### config.mk
export PLATFORM = sky130hd
export DESIGN_NAME = slave_arb
export DESIGN_NICKNAME = d
export VERILOG_FILES = /design/src/rtl/slave_arb.sv
export SDC_FILE = /design/constraint.sdc
export NUM_CORES = 1
export LEC_CHECK = 0
export CAP_MARGIN = 20
export CORE_MARGIN = 4
export CORE_UTILIZATION = 40
export CTS_CLUSTER_SIZE = 25
export DETAILED_ROUTE_END_ITERATION = 6
export PLACE_DENSITY = 0.82
export SYNTH_ARGS = -nofsm -noshare
export SYNTH_HDL_FRONTEND = slang
export SYNTH_SLANG_ARGS = --single-unit
### constraint.sdc
create_clock -name iClk -period 2.4 [get_ports iClk]
set_clock_uncertainty 0.05 [all_clocks]
set_input_delay 0.48 -clock iClk [delete_from_list [all_inputs] [get_ports iClk]]
set_output_delay 0.48 -clock iClk [all_outputs]
set_load 0.05 [all_outputs]
### src/rtl/slave_arb.sv
// Four-master round-robin arbiter in front of a single slave port.
// Optional BUSY timeout with error response when SLAVE_ARB_TIMEOUT_EN is defined.
module slave_arb #(
  parameter int unsigned CMD_W  = 1,
  parameter int unsigned AW     = 12,
  parameter int unsigned DW     = 32,
  parameter int unsigned SW     = 4,
  parameter int unsigned TO_CYC = 16
) (
  input  logic              iClk,
  input  logic              iRst_n,
  input  logic [3:0]        iMstReq,
  input  logic [4*CMD_W-1:0] iMstCmd,
  input  logic [4*AW-1:0]   iMstAddr,
  input  logic [4*SW-1:0]   iMstSel,
  input  logic [4*DW-1:0]   iMstWData,
  output logic [3:0]        oMstAck,
  output logic [3:0]        oMstErr,
  output logic [DW-1:0]     oMstRData,
  output logic              oSlvReq,
  output logic [CMD_W-1:0]  oSlvCmd,
  output logic [AW-1:0]     oSlvAddr,
  output logic [SW-1:0]     oSlvSel,
  output logic [DW-1:0]     oSlvWData,
  input  logic              iSlvAck,
  input  logic [DW-1:0]     iSlvRData
);

  typedef enum logic [1:0] {StIdle, StBusy, StAck, StRelease} state_e;

  state_e           state_q;
  logic [1:0]       ptr_q;
  logic [1:0]       gnt_q;
  logic [CMD_W-1:0] cmd_q;
  logic [AW-1:0]    addr_q;
  logic [SW-1:0]    sel_q;
  logic [DW-1:0]    wdata_q;
  logic             slv_req_q;
  logic [3:0]       mst_ack_q;
  logic [DW-1:0]    mst_rdata_q;

  logic [1:0]       gnt_idx;
  logic [1:0]       cand;
  logic             gnt_vld;

  // Rotating priority: search starts at ptr_q and wraps.
  always_comb begin
    gnt_vld = 1'b0;
    gnt_idx = ptr_q;
    cand    = ptr_q;
    for (int i = 0; i < 4; i++) begin
      cand = ptr_q + 2'(i);
      if (!gnt_vld && iMstReq[cand]) begin
        gnt_vld = 1'b1;
        gnt_idx = cand;
      end
    end
  end

`ifdef SLAVE_ARB_TIMEOUT_EN
  localparam int unsigned TO_W = $clog2(TO_CYC + 1);

  logic [TO_W-1:0] to_cnt_q;
  logic [3:0]      mst_err_q;
  logic            to_expired;

  // Counter holds the number of BUSY cycles already completed.
  assign to_expired = (to_cnt_q == TO_W'(TO_CYC - 1));
  assign oMstErr    = mst_err_q;
`else
  assign oMstErr    = '0;
`endif

  always_ff @(posedge iClk or negedge iRst_n) begin
    if (!iRst_n) begin
      state_q     <= StIdle;
      ptr_q       <= '0;
      gnt_q       <= '0;
      cmd_q       <= '0;
      addr_q      <= '0;
      sel_q       <= '0;
      wdata_q     <= '0;
      slv_req_q   <= 1'b0;
      mst_ack_q   <= '0;
      mst_rdata_q <= '0;
`ifdef SLAVE_ARB_TIMEOUT_EN
      to_cnt_q    <= '0;
      mst_err_q   <= '0;
`endif
    end else begin
      unique case (state_q)
        StIdle: begin
          if (gnt_vld) begin
            state_q   <= StBusy;
            gnt_q     <= gnt_idx;
            ptr_q     <= gnt_idx + 2'd1;
            cmd_q     <= iMstCmd[gnt_idx*CMD_W +: CMD_W];
            addr_q    <= iMstAddr[gnt_idx*AW +: AW];
            sel_q     <= iMstSel[gnt_idx*SW +: SW];
            wdata_q   <= iMstWData[gnt_idx*DW +: DW];
            slv_req_q <= 1'b1;
`ifdef SLAVE_ARB_TIMEOUT_EN
            to_cnt_q  <= '0;
`endif
          end
        end
        StBusy: begin
          // A slave ack on the expiry cycle takes precedence over the timeout.
          if (iSlvAck) begin
            state_q     <= StAck;
            slv_req_q   <= 1'b0;
            mst_ack_q   <= 4'b0001 << gnt_q;
            mst_rdata_q <= iSlvRData;
          end
`ifdef SLAVE_ARB_TIMEOUT_EN
          else if (to_expired) begin
            state_q     <= StAck;
            slv_req_q   <= 1'b0;
            mst_ack_q   <= 4'b0001 << gnt_q;
            mst_err_q   <= 4'b0001 << gnt_q;
            mst_rdata_q <= '1;
          end else begin
            to_cnt_q    <= to_cnt_q + TO_W'(1);
          end
`endif
        end
        StAck: begin
          state_q     <= StRelease;
          mst_ack_q   <= '0;
          mst_rdata_q <= '0;
`ifdef SLAVE_ARB_TIMEOUT_EN
          mst_err_q   <= '0;
`endif
        end
        StRelease: begin
          if (!iMstReq[gnt_q]) begin
            state_q <= StIdle;
          end
        end
        default: state_q <= StIdle;
      endcase
    end
  end

  assign oMstAck   = mst_ack_q;
  assign oMstRData = mst_rdata_q;
  assign oSlvReq   = slv_req_q;
  assign oSlvCmd   = cmd_q;
  assign oSlvAddr  = addr_q;
  assign oSlvSel   = sel_q;
  assign oSlvWData = wdata_q;

endmodule

==> Word level (Yosys, flattened, before mapping) <==
Index checks and enable logic that the tools add are counted.
{ "totals": {"in_bits": 235, "reg_bits": 92, "out_inout_bits": 90, "elab_cells": 72} }
{ "classes": {"n_shift": 5, "multipliers": 1, "magnitude_cmp": 5, "n_addsub": 4, "eq_ne": 6, "n_mux": 28, "n_reduce_logical": 13} }
{ "ops": {"columns": ["operator", "count"], "rows": [
  ["indexed part select 128 x 8 -> 32 bit", 1],
  ["one-hot mux 32 bit (2 select lines)", 1],
  ["indexed part select 48 x 7 -> 12 bit", 1],
  ["2-to-1 mux 32 bit", 1],
  ["indexed part select 16 x 5 -> 4 bit", 1],
  ["less-than comparator 2 x 3 -> 1 bit, second input constant", 5],
  ["2-to-1 mux 2 bit", 6],
  ["2-to-1 mux 1 bit", 11],
  ["binary-select mux 1 bit (select 2 bit)", 5],
  ["one-hot mux 2 bit (4 select lines)", 1],
  ["one-hot mux 4 bit (2 select lines)", 1],
  ["!= test 2 bit, second input constant", 3],
  ["AND reduction 3 bit", 2],
  ["adder 2 x 1 -> 2 bit, second input constant", 2],
  ["adder 2 bit, second input constant", 2],
  ["== test 2 bit, second input constant", 2],
  ["multiplier 2 x 2 -> 4 bit, second input constant", 1],
  ["2-to-1 mux 4 bit", 1],
  ["AND reduction 2 bit", 2],
  ["nonzero test 2 bit", 2],
  ["indexed part select 4 x 3 -> 1 bit", 1],
  ["left shift 1 x 2 -> 4 bit, first input constant", 1],
  ["logical AND 1 bit", 3],
  ["zero test 1 bit", 3],
  ["other kinds (3)", 3]
]} }

==> Longest topological paths before layout <==
Gate-level depths: netlist (run 1).
{ "logic_depth": {"depth_word": 14, "mapped_depth": 8, "depth_no_buf": 6} }

==> Least setup slack after synthesis (run 1) <==
No wires, ideal clock.
{ "synth_path": {"path_kind": "in2reg", "startpoint": "in iMstReq[0]", "endpoint": "reg wdata_q[0] (netlist: oSlvWData[0])", "path_stages": 6, "required_ns": 2.218, "arrival_ns": 1.668, "path_slack_ns": 0.550, "path_buffers": 1, "setup_ns": 0.132, "cell_sequence": "nor2b_2 a2111oi_4 o21ai_2 buf_2 a211oi_1 a211oi_2"} }
{ "synth_via": {"elab_chain_cells": 13, "word_cells_on_any_way": 23, "cone_classes": "shift: 1; mux: 15; reduce/logical: 7"} }
{ "synth_rtl": {"columns": ["element", "line_no", "text"], "rows": [
  ["start, declared", "12", "input logic [3:0] iMstReq,"],
  ["binary-select mux 1 bit (select 2 bit)", "53", "if (!gnt_vld && iMstReq[cand]) begin"],
  ["2-to-1 mux 1 bit (implied by the code)", "53", null],
  ["2-to-1 mux 1 bit", "53", null],
  ["zero test 1 bit", "53", null],
  ["logical AND 1 bit", "53", null],
  ["2-to-1 mux 1 bit", "53", null],
  ["zero test 1 bit", "53", null],
  ["logical AND 1 bit", "53", null],
  ["2-to-1 mux 1 bit", "53", null],
  ["zero test 1 bit", "53", null],
  ["logical AND 1 bit", "53", null],
  ["2-to-1 mux 2 bit / 2-to-1 mux 1 bit (equally long branches)", "53", null],
  ["indexed part select 128 x 8 -> 32 bit / AND reduction 2 bit (equally long branches)", null, null],
  ["end signal, assigned", "100", "wdata_q <= iMstWData[gnt_idx*DW +: DW];"],
  ["end, declared", "37", "logic [DW-1:0] wdata_q;"]
]} }
Parallel ways exist; a longest one is shown, timed or not. The select of a mux whose other input is x is not followed.
A chain may end at the register's enable or synchronous reset.

==> Worst setup path in the final report (run 1) <==
{ "layout_path": {"startpoint": "in iMstReq[0]", "endpoint": "reg addr_q[2] (netlist: oSlvAddr[2])"} }
{ "layout_via": {"elab_chain_cells": 14, "word_cells_on_any_way": 24, "cone_classes": "mul: 1; shift: 1; mux: 15; reduce/logical: 7"} }
{ "layout_rtl": {"columns": ["element", "line_no", "text"], "rows": [
  ["binary-select mux 1 bit (select 2 bit)", "53", null],
  ["2-to-1 mux 1 bit (implied by the code)", "53", null],
  ["2-to-1 mux 1 bit", "53", null],
  ["zero test 1 bit", "53", null],
  ["logical AND 1 bit", "53", null],
  ["2-to-1 mux 1 bit", "53", null],
  ["zero test 1 bit", "53", null],
  ["logical AND 1 bit", "53", null],
  ["2-to-1 mux 1 bit", "53", null],
  ["zero test 1 bit", "53", null],
  ["logical AND 1 bit", "53", null],
  ["2-to-1 mux 2 bit", "53", null],
  ["multiplier 2 x 2 -> 4 bit", "98", "addr_q <= iMstAddr[gnt_idx*AW +: AW];"],
  ["indexed part select 48 x 7 -> 12 bit", "98", null],
  ["end signal, assigned", "98", null],
  ["end, declared", "35", "logic [AW-1:0] addr_q;"]
]} }
Parallel ways exist; a longest one is shown, timed or not. The select of a mux whose other input is x is not followed.

==> results of run 1 <==
==> worst max-delay path, cell delays in order <==
cell and delay [ps]:
clkdlybuf4s50_1 550, nor2b_2 360, a2111oi_4 140, or2_4 300
nor2_4 210, buf_12 230, a211oi_2 90
==> cell type report <==
type | count | share of cell area (%)
Clock buffer | 11 | 2.48
Clock inverter | 5 | 0.281
Inverter | 52 | 1.99
Multi-Input combinational cell | 402 | 32.0
Sequential cell | 92 | 23.5
Tap cell | 184 | 2.35
Timing Repair Buffer | 357 | 37.4
==> routing by layer <==
layer | up-vias | part of all wire, % | GRT usage (%)
met5 | - | 0 | 0
met4 | 0 | 3.0 | 8.07
met3 | 44 | 6.9 | 5.57
met2 | 241 | 50 | 41.4
met1 | 2771 | 40 | 29.5
li1 | 2749 | - | -
==> metrics by stage <==
stage	utilization [%]	TNS (ps)	setup WS (ps)	hold slack, ps	std cells
floorplan	-	0	550	134	603
global placement	65.5	-5400	-123	388	1087
finish	67.4	0	201	20.1	1103
detailed placement	65.5	-6640	-153	385	1087
global route	67.4	0	93.9	33.6	1103
CTS	67.4	0	218	17.4	1103
==> state kept, by name, indices dropped and copies added, names as in the netlist <==
name	count
oSlvWData	32
oMstAck	4
gnt_q	2
oSlvAddr	12
oSlvSel	4
state_q	2
oSlvReq	1
oSlvCmd	1
ptr_q	2
oMstRData	32
==> layout by cell type (no fill, tap or decap), types with 4 or more instances in the layout <==
| master | n |
|---|---|
| clkdlybuf4s50_1 | 318 |
| dfrtp_1 | 92 |
| a211oi_2 | 89 |
| inv_1 | 52 |
| nor2_1 | 52 |
| mux2i_1 | 49 |
| a31oi_1 | 49 |
| nand2_1 | 47 |
| o21ai_0 | 38 |
| nand2b_1 | 32 |
| buf_4 | 24 |
| buf_12 | 15 |
| a211oi_1 | 9 |
| clkbuf_16 | 9 |
| ha_1 | 5 |
| conb_1 | 4 |
| clkinv_2 | 4 |
==> worst max path at each step <==
stage          startpoint             to  slack [ps]  cells after the start
2_1_floorplan  iMstReq[0]   oSlvWData[0]         550                      6
4_1_cts        iMstReq[0]    oSlvAddr[2]         220                      7
3_5_place_dp   iMstReq[0]  oSlvWData[29]        -150                      7
6_report       iMstReq[0]    oSlvAddr[2]         200                      7
5_1_grt        iMstReq[3]    oSlvAddr[8]          90                      7
3_3_place_gp   iMstReq[0]  oSlvWData[18]        -120                      7
==> kinds of logic after synthesis <==
group | after synthesis | synth area share (%)
simple gates | 143 | 11.1
fa+ha+maj | 5 | 1.06
buf+inv | 109 | 9.46
mux | 51 | 8.82
compound gates | 198 | 30.5
other cells | 1 | 0.0633
flops | 92 | 38.8
xor+xnor | 1 | 0.148
==> power by group through the flow <==
| stage | logic (mW) | registers (mW) | clock network (mW) |
|---|---|---|---|
| finish | 8.67 | 2.77 | 1.32 |
| global route | 9.13 | 2.87 | 1.42 |
| CTS | 8.71 | 2.77 | 1.36 |
| detailed placement | 8.69 | 2.78 | 0 |
| global placement | 8.56 | 2.76 | 0 |
| floorplan | 3.42 | 5.07 | 0 |
==> flow_metrics.py, run 1 <==
metrics = {
    "outcome": {
        "status": "completed",
    },
    "floorplanning": {
        "die_w_um": 130,
        "io_pins": 325,
        "chipHeight_um": 130,
        "row_count": 44,
        "die-area_sq_um": 16800,
        "initial_core_util_pct": 40.8,
        "core_area_sq_um": 14500,
    },
    "timing": {
        "finalHoldViolCount": 0,
        "post-route-min-period_ps": 2200,
        "maxSlewViolCount": 0,
        "fmax_mhz": 455,
        "slew-limit-headroom_pct": 62.3,
        "setup_viol": 0,
        "fin_crit_sh_pct": 91.6,
        "rsz0062_at_grt": "false",
        "worst_pin_slew_ps": 563,
    },
    "grt": {
        "grt_antenna_before_repair": 0,
        "grt_pass1_vias": 5811,
        "grt_max_degree": 73,
        "grt_overflow": 0,
        "grt_first_pass_wirelength_mm": 31.4,
        "grtUsageTotal_pct": 24.0,
    },
    "clock_network": {
        "clk_latency_ps": 340,
        "cts_sinks": 92,
        "cts_hold_buf": 0,
        "cts-root-buf": "clkbuf_16",
        "clk_pin_slew_ps": 60,
        "htreeDepth": 3,
        "post_cts_buffers": 0,
        "post_cts_resized": 0,
        "cts_tree": "done",
        "cts_buffer_depth": 2,
        "numCtsBuffers": 9,
    },
    "pwr": {
        "p_switching_mw": 6.39,
        "clkPwrFrac_pct": 10.4,
        "p_per_area_nw_per_um2": 1300,
        "pwr-share-seq_pct": 21.7,
        "cellLeakagePower_nw": 4.02,
        "p_int_mw": 6.37,
        "switching_share_pct": 50.1,
        "finalPower_mw": 12.8,
        "ir_worst_vdd_mv": 0.544,
        "combPwrFrac_pct": 67.9,
    },
    "routing": {
        "drt-pass1-iter-count": 4,
        "detail_route.iter0.violations": 340,
        "drc_errors": 0,
        "drtAntennaViolNets": 0,
        "vias": 5805,
        "drt-total-wl_mm": 21.2,
        "avgRoutedWirePerCell_um": 19.3,
        "via_per_inst": 5.26,
    },
    "layout": {
        "fin_nets": 1154,
        "final_area_sq_um": 9800,
        "regArea_sq_um": 2300,
        "antenna_cells": 0,
        "area_growth_pct": 65.3,
        "layout-drive-gt1-share_pct": 17.1,
        "fillers": 1131,
        "multi_input_area_sq_um": 3140,
    },
    "synthesis": {
        "synthCells": 600,
        "synth_most_common_cell": "dfrtp_1",
        "yosys.area.top_type": "dfrtp_1",
        "ys_top_cells_by_count": "dfrtp_1 (92), a211oi_2 (89), inv_1 (52), nor2_1 (52), mux2i_1 (50)",
        "synthesis.area_sq_um": 5930,
        "async_flop_share_pct": 100,
        "ys_seq_area_share_pct": 38.8,
        "synthTopCellsByArea": "dfrtp_1 (39%), a211oi_2 (19%), mux2i_1 (8.4%)",
        "yosys_warnings": 0,
        "synth_flop_cell": "dfrtp_1",
        "synth_edf_count": 0,
        "synth_top_area_share_pct": 38.8,
        "avgSynthCellArea_sq_um": 9.88,
        "synth_cell_types": 38,
        "ys_ff_latch": 92,
    },
    "place": {
        "port_buffers": 320,
        "dp_hpwl_mm": 16.3,
        "gp_congestion": 0.863,
        "postPlaceCellArea_sq_um": 9530,
    },
    "critical_path": {
        "reg2reg_to": "oSlvAddr[7]",
        "reg2reg_depth": 7,
        "cp.arrival_ps": 2370,
        "start_kind": "primary input",
        "reg2reg_slack_ps": 410,
        "worstPathRequired_ps": 2570,
        "crit_type": "in -> reg",
        "cp_max_fo": 20,
        "endpoint_kind": "flop",
        "worstReg2RegStart": "ptr_q[1]",
    },
    "hold_path": {
        "hold_path_class": "in -> async",
    },
    "flow_run": {
        "drv_cap": 0,
    },
}
Note: power is estimated with default switching activity, not from simulation.
==> run 2: changes to the inputs <==
CAP_MARGIN = not set   (was 20)
SETUP_SLACK_MARGIN = 0.4   (was not set)
==> flow_metrics.py, run 2 (synthesis results as in run 1) <==
metrics = {
    "clock_network": {
        "cts_sinks": 92,
        "clk_pin_slew_ps": 70,
        "cts_tree": "done",
        "cts_hold_buf": 0,
        "cts_buffer_depth": 2,
        "numCtsBuffers": 9,
        "cts-root-buf": "clkbuf_16",
        "htreeDepth": 3,
        "clk_latency_ps": 340,
    },
    "routing": {
        "drt-pass1-iter-count": 4,
        "drt-total-wl_mm": 21.4,
        "avgRoutedWirePerCell_um": 19.3,
        "via_per_inst": 5.22,
        "drtAntennaViolNets": 0,
        "detail_route.iter0.violations": 375,
        "drc_errors": 0,
        "vias": 5801,
    },
    "place": {
        "dp_hpwl_mm": 16.3,
        "dp.cells": 1087,
        "pre_cts_ws_ps": -153,
        "port_buffers": 320,
        "postPlaceCellArea_sq_um": 9530,
        "gp_congestion": 0.863,
    },
    "timing": {
        "finalWorstSetupSlack_ps": 499,
        "fin_crit_sh_pct": 79.2,
        "fmax_mhz": 526,
        "rsz0062_at_grt": "false",
        "post-route-min-period_ps": 1900,
        "hold_slack_ps": 19.7,
        "setup_viol": 0,
        "finalHoldViolCount": 0,
        "worst_pin_slew_ps": 560,
        "maxSlewViolCount": 0,
        "slew-limit-headroom_pct": 62.8,
    },
    "floorplanning": {
        "die_w_um": 130,
        "initial_core_util_pct": 40.8,
        "row_count": 44,
        "die-area_sq_um": 16800,
        "io_pins": 325,
        "core_area_sq_um": 14500,
        "chipHeight_um": 130,
    },
    "layout": {
        "final_common_cell": "clkdlybuf4s50_1",
        "area_growth_pct": 65.4,
        "multi_input_area_sq_um": 3140,
        "regArea_sq_um": 2300,
        "finalNonFillerCells": 1111,
        "antenna_cells": 0,
        "layout-drive-gt1-share_pct": 18.1,
        "layout_common_cells": "clkdlybuf4s50_1 (229), dfrtp_1 (91), a211oi_2 (89)",
        "fillers": 1165,
        "fin_nets": 1162,
        "final_area_sq_um": 9800,
    },
    "pwr": {
        "cellLeakagePower_nw": 4.22,
        "ir_worst_vdd_mv": 0.553,
        "finalPower_mw": 12.5,
        "p_per_area_nw_per_um2": 1270,
    },
    "critical_path": {
        "critPathBufInv": 3,
        "worstPathRequired_ps": 2610,
        "worst_path_max_delay_cell": "a2111oi_4",
        "critPathMaxStageDelay_ps": 410,
        "start_kind": "primary input",
        "cp.arrival_ps": 2110,
        "crit_chain": "dlygate4sd2_1 -> nor2b_1 -> a2111oi_4 -> or2_4 -> nor2_4 -> buf_4 -> buf_12 -> a211oi_2",
        "cp_max_fo": 16,
        "endpoint_kind": "flop",
        "crit_type": "in -> reg",
        "cp_top_family": "compound AO/OA/AOI/OAI gates",
    },
    "outcome": {
        "status": "completed",
    },
    "grt": {
        "grt_first_pass_wirelength_mm": 31.8,
        "grt_overflow": 0,
        "grt_max_degree": 73,
        "grt_antenna_before_repair": 0,
        "grtUsageTotal_pct": 24.2,
        "grt_pass1_vias": 5834,
    },
    "flow_run": {
        "drv_cap": 0,
    },
    "hold_path": {
        "hold_path_class": "in -> async",
    },
}
[run 2: cell types whose count changed in the layout (fill, tap and decap cells not counted)]
cell / before / now
dfrtp_2: 0 / 1
nor2b_2: 1 / 0
buf_4: 24 / 30
mux2i_1: 49 / 48
bufbuf_16: 0 / 2
clkdlybuf4s50_1: 318 / 229
nor2b_4: 1 / 2
dfrtp_1: 92 / 91
mux2i_2: 0 / 1
clkbuf_2: 0 / 1
dlygate4sd2_1: 0 / 88
[run 2: repair_timing]
action | in CTS | in global routing
resized for setup | 92 | 2
buffers inserted | 5 | 1
setup endpoints to repair | 137 | 44
gates cloned | 2 | 0
pin swaps | 4 | 1
[run 2: per-layer routing]
metal / part of all wire (%) / global-route usage (%) / routed length [um]
met5: 0 / 0 / 0
met4: 2.7 / 7.21 / 575
met3: 6.7 / 5.40 / 1430
met2: 51 / 42.3 / 10800
met1: 40 / 30.0 / 8560
[run 2: area by class of cell]
cell class	count	share of cell area [%]
clock buffers	11	2.48
clock inverters	5	0.281
flip-flops and latches	92	23.5
well taps	184	2.35
inverters	52	1.99
repair buffers	365	37.3
multi-input cells	402	32.1
[run 2: through the flow]
step	setup TNS [ps]	utilization, %
2_1_floorplan	0	-
3_3_place_gp	-5400	65.5
3_5_place_dp	-6640	65.5
4_1_cts	0	67.4
5_1_grt	0	67.4
6_report	0	67.4
[run 2: power by group]
part	switching, mW	total (mW)	internal [mW]
combinational	5.37	8.39	3.02
sequential	0.422	2.74	2.32
clock	0.603	1.33	0.724
total	6.39	12.5	6.06
[run 2: final timing paths]
path	from	end	slack [ps]	depth (start not counted)
worst max-delay path	iMstReq[0]	oSlvSel[3]	500	8
worst min-delay path	iRst_n	oMstRData[22]	20	1
worst max register to register	state_q[0]	oSlvWData[3]	520	7
worst min register to register	oMstRData[8]	oMstRData[8]	420	2
max in group asynchronous	iRst_n	oMstRData[31]	1710	2
min in group iClk	oMstRData[8]	oMstRData[8]	420	2
[run 2: worst register-to-register path, delay by kind of cell (launching register included)]
| family | cells | cell delay (ps) |
|---|---|---|
| AOI/OAI and AO/OA | 1 | 100 |
| adders and majority gates | 1 | 240 |
| buffers and inverters | 3 | 490 |
| DFF | 1 | 400 |
| and+or+nand+nor | 2 | 490 |
